### config.mk
export PLATFORM = sky130hd
export DESIGN_NAME = vis_bank_reader
export DESIGN_NICKNAME = d
export VERILOG_FILES = /design/src/rtl/tart_pkg.sv /design/src/rtl/vis_row_mux.sv /design/src/rtl/vis_bank_reader.sv
export SDC_FILE = /design/constraint.sdc
export NUM_CORES = 2
export LEC_CHECK = 0
export ABC_AREA = 1
export ABC_CLOCK_PERIOD_IN_PS = 2700
export CORE_AREA = 2 2 273 275
export CTS_CLUSTER_DIAMETER = 120
export CTS_CLUSTER_SIZE = 8
export DETAILED_ROUTE_END_ITERATION = 8
export DIE_AREA = 0 0 275 277
export MAX_ROUTING_LAYER = met4
export PLACE_DENSITY = 0.7
export RECOVER_POWER = 25
export SYNTH_ARGS = -nofsm -noshare
export SYNTH_HDL_FRONTEND = slang
export SYNTH_HIERARCHICAL = 1
export SYNTH_SLANG_ARGS = --single-unit
### constraint.sdc
create_clock -name clock -period 2.7 [get_ports clock]
set_clock_uncertainty 0.2 [all_clocks]
set_input_delay 0.54 -clock clock [delete_from_list [all_inputs] [get_ports clock]]
set_output_delay 0.54 -clock clock [all_outputs]
set_load 0.1 [all_outputs]
### src/rtl/tart_pkg.sv
// Shared definitions for the correlator visibilities readout path.
package tart_pkg;

    localparam int ACCUM_DEF = 36;
    localparam int CORES_DEF = 18;
    localparam int WORDS_DEF = 32;

    localparam logic [7:0] HDR_MAGIC = 8'hA5;

    typedef enum logic [2:0] {
        ST_IDLE,
        ST_HEADER,
        ST_FETCH,
        ST_WAIT,
        ST_SHIFT,
        ST_DONE
    } state_e;

endpackage

### src/rtl/vis_row_mux.sv
// Holds one fetched SRAM row and presents one accumulator at a time, core 0 first.
module vis_row_mux
    import tart_pkg::*;
#(
    parameter int ACCUM = ACCUM_DEF,
    parameter int CORES = CORES_DEF
) (
    input  logic                     clock,
    input  logic                     reset_ni,
    input  logic                     load_i,
    input  logic                     advance_i,
    input  logic [CORES*ACCUM-1:0]   row_i,
    output logic [ACCUM-1:0]         data_o
);

    logic [CORES*ACCUM-1:0] row_q;
    logic [CORES*ACCUM-1:0] row_d;

    // Advancing shifts the next core into the low slot, so the select is always slot 0.
    always_comb begin
        row_d = row_q;
        if (load_i) begin
            row_d = row_i;
        end else if (advance_i) begin
            row_d = row_q >> ACCUM;
        end
    end

    always_ff @(posedge clock or negedge reset_ni) begin
        if (!reset_ni) begin
            row_q <= '0;
        end else begin
            row_q <= row_d;
        end
    end

    assign data_o = row_q[ACCUM-1:0];

endmodule

### src/rtl/vis_bank_reader.sv
// Drains one visibilities bank row by row onto a valid/ready stream, then frees it.
// Optional per-bank header beat when READOUT_HEADER_EN is defined.
module vis_bank_reader
    import tart_pkg::*;
#(
    parameter int ACCUM = ACCUM_DEF,
    parameter int CORES = CORES_DEF,
    parameter int WORDS = WORDS_DEF,
    parameter int WBITS = 5,
    parameter int BBITS = 2,
    parameter int CBITS = 5
) (
    input  logic                     clock,
    input  logic                     reset_ni,
    input  logic                     bank_ready_i,
    input  logic [BBITS-1:0]         bank_index_i,
    output logic                     bank_free_o,
    output logic [BBITS-1:0]         bank_free_idx_o,
    output logic                     sram_ce_o,
    output logic [BBITS+WBITS-1:0]   sram_addr_o,
    input  logic [CORES*ACCUM-1:0]   sram_data_i,
    output logic                     m_tvalid,
    input  logic                     m_tready,
    output logic [ACCUM-1:0]         m_tdata,
    output logic                     m_tlast,
    output logic                     busy_o,
    output logic                     overflow_o
);

    localparam logic [CBITS-1:0] CORE_LAST = CBITS'(CORES - 1);
    localparam logic [WBITS-1:0] ROW_LAST  = WBITS'(WORDS - 1);

`ifdef READOUT_HEADER_EN
    localparam state_e FIRST_ST = ST_HEADER;
`else
    localparam state_e FIRST_ST = ST_FETCH;
`endif

    state_e             state_q, state_d;
    logic [BBITS-1:0]   bank_q, bank_d;
    logic [BBITS-1:0]   pend_idx_q, pend_idx_d;
    logic               pend_valid_q, pend_valid_d;
    logic [WBITS-1:0]   row_q, row_d;
    logic [CBITS-1:0]   core_q, core_d;
    logic               overflow_q, overflow_d;
    logic               load, advance, strobe_taken;
    logic [ACCUM-1:0]   row_word;

`ifdef READOUT_HEADER_EN
    logic [ACCUM-1:0]   hdr_word;
    assign hdr_word = ACCUM'({HDR_MAGIC, bank_q, 16'(CORES * WORDS)});
`endif

    vis_row_mux #(
        .ACCUM (ACCUM),
        .CORES (CORES)
    ) u_row_mux (
        .clock     (clock),
        .reset_ni  (reset_ni),
        .load_i    (load),
        .advance_i (advance),
        .row_i     (sram_data_i),
        .data_o    (row_word)
    );

    always_ff @(posedge clock or negedge reset_ni) begin
        if (!reset_ni) begin
            state_q      <= ST_IDLE;
            bank_q       <= '0;
            pend_idx_q   <= '0;
            pend_valid_q <= 1'b0;
            row_q        <= '0;
            core_q       <= '0;
            overflow_q   <= 1'b0;
        end else begin
            state_q      <= state_d;
            bank_q       <= bank_d;
            pend_idx_q   <= pend_idx_d;
            pend_valid_q <= pend_valid_d;
            row_q        <= row_d;
            core_q       <= core_d;
            overflow_q   <= overflow_d;
        end
    end

    always_comb begin
        state_d         = state_q;
        bank_d          = bank_q;
        pend_idx_d      = pend_idx_q;
        pend_valid_d    = pend_valid_q;
        row_d           = row_q;
        core_d          = core_q;
        overflow_d      = overflow_q;
        load            = 1'b0;
        advance         = 1'b0;
        strobe_taken    = 1'b0;
        bank_free_o     = 1'b0;
        bank_free_idx_o = '0;
        sram_ce_o       = 1'b0;
        sram_addr_o     = '0;
        m_tvalid        = 1'b0;
        m_tdata         = '0;
        m_tlast         = 1'b0;

        case (state_q)
            ST_IDLE: begin
                if (bank_ready_i) begin
                    strobe_taken = 1'b1;
                    bank_d       = bank_index_i;
                    row_d        = '0;
                    core_d       = '0;
                    state_d      = FIRST_ST;
                end
            end
`ifdef READOUT_HEADER_EN
            ST_HEADER: begin
                m_tvalid = 1'b1;
                m_tdata  = hdr_word;
                if (m_tready) begin
                    state_d = ST_FETCH;
                end
            end
`endif
            ST_FETCH: begin
                sram_ce_o   = 1'b1;
                sram_addr_o = {bank_q, row_q};
                state_d     = ST_WAIT;
            end
            ST_WAIT: begin
                load    = 1'b1;
                state_d = ST_SHIFT;
            end
            ST_SHIFT: begin
                m_tvalid = 1'b1;
                m_tdata  = row_word;
                m_tlast  = (core_q == CORE_LAST) && (row_q == ROW_LAST);
                if (m_tready) begin
                    advance = 1'b1;
                    if (core_q == CORE_LAST) begin
                        core_d = '0;
                        if (row_q == ROW_LAST) begin
                            state_d = ST_DONE;
                        end else begin
                            row_d   = row_q + WBITS'(1);
                            state_d = ST_FETCH;
                        end
                    end else begin
                        core_d = core_q + CBITS'(1);
                    end
                end
            end
            ST_DONE: begin
                bank_free_o     = 1'b1;
                bank_free_idx_o = bank_q;
                row_d           = '0;
                core_d          = '0;
                if (pend_valid_q) begin
                    bank_d       = pend_idx_q;
                    pend_valid_d = 1'b0;
                    state_d      = FIRST_ST;
                end else if (bank_ready_i) begin
                    // Freeing with nothing queued: a coincident strobe starts straight away.
                    strobe_taken = 1'b1;
                    bank_d       = bank_index_i;
                    state_d      = FIRST_ST;
                end else begin
                    state_d = ST_IDLE;
                end
            end
            default: begin
                state_d = ST_IDLE;
            end
        endcase

        if (bank_ready_i && !strobe_taken) begin
            if (pend_valid_q) begin
                overflow_d = 1'b1;
            end else begin
                pend_valid_d = 1'b1;
                pend_idx_d   = bank_index_i;
            end
        end
    end

    assign busy_o     = (state_q != ST_IDLE);
    assign overflow_o = overflow_q;

endmodule

; ---- Yosys cells after proc, flatten, opt, wreduce, memory -nomap -nowiden
; Index checks and enable logic that the tools add are counted.
; Widths: inputs -> output; s select.
[word_totals]
output_inout_bits = 51
inputBits = 654
ff_bits = 667
wordCells = 70
[classes]
reduce_logical = 13
addsub = 2
bitwise = 1
mux = 36
eq_ne = 10
[ops]
columns = operator, n
row1 = $mux 648, 2
row2 = $mux 36, 1
row3 = $mux 5, 6
row4 = $pmux 5 s3, 2
row5 = $pmux 3 s5, 1
row6 = $mux 1, 12
row7 = $mux 3, 4
row8 = $add 5x1->5 const B, 2
row9 = $eq 5x5->1 const B, 2
row10 = $mux 2, 5
row11 = $ne 2x2->1 const B, 4
row12 = $mux 7, 1
row13 = $eq 3x2->1 const B, 2
row14 = $eq 3x3->1 const B, 2
row15 = $reduce_and 3->1, 2
row16 = $reduce_bool 3->1, 2
row17 = $reduce_and 5->1, 1
row18 = $pmux 2 s2, 1
row19 = $reduce_and 2->1, 2
row20 = $reduce_bool 2->1, 2
row21 = $logic_not 3->1, 1
row22 = $logic_and 1x1->1, 2
row23 = $pmux 1 s2, 1
row24 = $logic_not 1->1, 1
row25 = $not 1->1, 1

; ---- Longest topological paths before layout
[logic_depth]
ltp_word = 6
ltp_mapped = 10
mapped_depth_nobuf = 10

; ---- Modules after synthesis
; The synthesis kept the hierarchy.
[modules_own_cells]
columns = mod, cells_per_inst, instances, area_each_um2, seq_area_each_um2
row1 = vis_row_mux, 3520, 1, 28937.8, 16215.6
row2 = vis_bank_reader, 243, 1, 1470.2, 475.5

; ---- Worst setup path before layout
; No wires, ideal clock.
[synth_path]
path_kind = register to output
startpoint = register state_q[2]
endpoint = output port sram_addr_o[0]
slack_ps = -1674
n_path_buf = 1
t_arrival_ps = 3634
required_ps = 1960
path_stages_with_launch = 7
path_cell_list = dfrtp_1 > buf_4 > inv_1 > nand2_1 > nor2_1 > inv_1 > nor2_1
[synth_via]
elab_chain_cells = 2
[synth_rtl]
columns = item, line_no
row1 = from (decl), vis_bank_reader.sv:39  ; state_e state_q, state_d;
row2 = from (signal assigned), vis_bank_reader.sv:76  ; state_q <= state_d;
row3 = $eq 3x2->1, vis_bank_reader.sv:105  ; case (state_q)
row4 = $mux 7, vis_bank_reader.sv:105
row5 = to (decl), vis_bank_reader.sv:20  ; output logic [BBITS+WBITS-1:0] sram_addr_o,
; Every way passes these cells.

; ---- Final worst setup path
[layout_path]
startpoint = register state_q[0]
endpoint = output port busy_o
[layout_via]
elab_chain_cells = 1
[layout_rtl]
columns = item, line_no
row1 = $reduce_bool 3->1, vis_bank_reader.sv:185  ; assign busy_o = (state_q != ST_IDLE);
row2 = to (decl), vis_bank_reader.sv:26  ; output logic busy_o,
; Every way passes these cells.

==> run_results.csv <==
group,metric,value,unit
run_status,status,"completed",
critical_path,crit_required,1.96,ns
timing,maxSlewHeadroom,0.1635,
min_path,hold_path.class,"in2reg",
clock_tree,worstSkewPairLatency,0.64,ns
yosys,synth_cell_types,26,
critical_path,cp_slowest_cell,"dfrtp_2",
critical_path,crit_fanout,5,
yosys,synth.largest_area_cell,"dfrtp_1",
yosys,yosysWarnings,6,
routing,viasPerCell,5.419,
placement,dpl_worst_slack,0.1587,ns
grt,grt_max_degree,100,
critical_path,setup.worst_path.start_class,"register",
routing,met1_length,43.62,mm
routing,maxUsedRoutingLayer,"met4",
critical_path,endpoint,"busy_o",
grt,grt_overflow,0,
routing,wl_met2,53.91,mm
timing,tns,0,ns
critical_path,arrival,1.93,ns
yosys,yosys-top-cells-area,"dfrtp_1, nand3_1, nand2_1, buf_4, clkbuf_1",
timing,finalWorstSetupSlack,0.03175,ns
critical_path,critPathKind,"reg2out",
grt,grt_pass1_vias,28470,
critical_path,cp.depth,5,
grt,track_usage,0.2917,
yosys,yosys.area.top_type_share,0.5489,
placement,globalplace.congestion,0.9302,
critical_path,r2r_end,"u_row_mux/row_q[386]",
power,finalPower,0.04282,W
placement,dp.final_hpwl,78.89,mm
critical_path,worst-path-buf-inv,3,
placement,port_buffers,704,
timing,setup_viol,0,
critical_path,r2r_slack,0.30,ns
timing,tightest_slew,1.255,ns
timing,hold_viol,0,
clock_tree,cts.sinks,667,
yosys,synth_flop_cell,"dfrtp_1",
yosys,synth.cell_area,30410,um^2
clock_tree,clk_pin_slew_worst_paths,0.05,ns
floorplanning,num_rows,100,
routing,dr.pass1.iters,6,
grt,antenna_found_initial,19,
yosys,synth_edf_count,0,
timing,drv_slew,0,
clock_tree,numCtsBuffers,93,
floorplanning,fp.coreArea,73570,um^2
layout,area_growth,37.76,%
yosys,ys_seq_area_frac,0.5489,
yosys,async_flop_share,1.000,
critical_path,critPathTopFamily,"buffers and inverters",
routing,num_vias,29020,
clock_tree,clock_path_buffers,3,
clock_tree,htreeDepth,3,
yosys,netlist_top_cells_count,"nand2_1, nand3_1, dfrtp_1",
timing,min_period,2.668,ns
critical_path,reg2reg_depth,6,
critical_path,cpPeakStageDelay,0.46,ns
critical_path,crit_chain,"nor2_4 -> buf_4 -> buf_4 -> nand2_1 -> buf_4",
clock_tree,root_buffer,"clkbuf_16",
routing,drt_iter0_markers,3179,
power,max-vdd-ir-drop,0.5350,mV
routing,routed_wl,110.1,mm
yosys,syn_area_per_cell,8.081,um^2
routing,routed-wl-met3,8.064,mm
grt,grt_pass1_wl,166.3,mm
floorplanning,die_w,275,um
floorplanning,die_y,277,um
job,maxCapViolCount,0,
routing,wire_per_inst,20.56,um
timing,clock.fmax,0.3748,GHz
power,pwr_density_cell,1022,nW/um^2
min_path,min_path_cells,3,
yosys,yosysMostFrequentCell,"nand2_1",
floorplanning,die_area,76180,um^2
routing,final_antenna_net_count,0,
timing,period_share,0.9882,
layout,layout.nets,5019,
floorplanning,start_util,0.4133,
yosys,synthCells,3763,
clock_tree,cts_tree,"done",
routing,route.detailed.drc,0,
timing,worst_hold_slack,0.2394,ns
critical_path,crit_top_cell,"buf_4",
yosys,synth-seq-cells,667,
timing,rsz0062_at_grt,"true",
critical_path,crit_start,"state_q[0]",
power,p_leak,19.12,nW
critical_path,reg2reg_from,"state_q[0]",
critical_path,end_kind,"primary output",
yosys,synth_fp_nets,4421,
layout,drive_gt1_frac,0.07650,
floorplanning,io_pins,705,
==> registers in the layout, summed over array words and instances, names as in the netlist <==
register / cells
bank_q: 2
core_q: 5
overflow_o: 1
pend_idx_q: 2
pend_valid_q: 1
row_q: 5
state_q: 3
u_row_mux/row_q: 648
==> final cells by class <==
type	count	area [um^2]
diodes	21	52.55
clock buffers	94	2352
clock inverters	6	116.4
fillers	6590	31680
inverters	63	247.7
multi-input cells	2714	12220
flip-flops and latches	667	16700
well taps	969	1212
repair buffers	822	8997
==> what timing repair did <==
item,in CTS,in global routing
gates cloned,1,2
endpoints found under the hold margin,47,0
setup buffers,8,4
hold buffers,1,0
gates resized for setup,50,27
pin swaps,4,4
setup endpoints to repair,44,41
==> metal layers <==
layer  vias to the layer above  GRT usage
met5                         -          -
met4                         0     0.1227
met3                       216    0.04665
met2                      1282     0.4646
met1                     14010     0.3691
li1                      13520          -
==> kinds of logic (layout without fill, tap and decap cells) <==
group	count (synthesis)	after routing	share of synthesized area
other	0	21	0
buffers and inverters	382	985	0.06057
and+or+nand+nor	2689	2689	0.3845
DFF	667	667	0.5489
xor gates and xnor gates	2	2	0.0005762
AOI/OAI and AO/OA	19	19	0.003786
adders and majority gates	4	4	0.001646
==> power breakdown <==
group          internal [W]  total, W  switching (W)
logic               0.00546    0.0144        0.00895
registers            0.0147    0.0180        0.00334
clock network       0.00612    0.0104        0.00427
==> per-stage QoR <==
stage | area, um^2 | utilization | cells
3_5_place_dp | 39010 | 0.5302 | 5219
5_1_grt | 41890 | 0.5693 | 5354
3_3_place_gp | 39010 | 0.5302 | 5219
6_report | 41890 | 0.5694 | 5356
4_1_cts | 41740 | 0.5673 | 5329
2_1_floorplan | 30490 | - | 3763
==> worst min-delay path by stage <==
stage                      endpoint            startpoint  slack (ns)
6_report       u_row_mux/row_q[614]      sram_data_i[614]        0.24
5_1_grt        u_row_mux/row_q[642]      sram_data_i[642]        0.24
4_1_cts        u_row_mux/row_q[614]      sram_data_i[614]        0.20
3_5_place_dp   u_row_mux/row_q[639]  u_row_mux/row_q[639]        0.26
3_3_place_gp   u_row_mux/row_q[624]  u_row_mux/row_q[624]        0.26
2_1_floorplan             bank_q[0]              reset_ni        0.04
==> cells in the final DEF (no fill, tap or decap), drive strengths merged, types with 4 or more instances in the layout <==
cell type / synthesis / layout
diode: 0 / 21
clkbuf: 160 / 110
nand3: 1234 / 1234
clkinv: 0 / 5
inv: 63 / 62
nand4: 8 / 8
nand2: 1379 / 1379
ha: 4 / 4
a21oi: 4 / 4
buf: 159 / 153
nor2: 67 / 67
clkdlybuf4s50: 0 / 652
o21ai: 12 / 12
dfrtp: 667 / 667
==> worst register-to-register path: cells and delay by family, from the launching register on <==
kind | cells | cell delay (ns)
flops | 1 | 0.46
buf+inv | 3 | 1.11
simple gates | 3 | 0.58
Power figures use the tool's default switching activity.
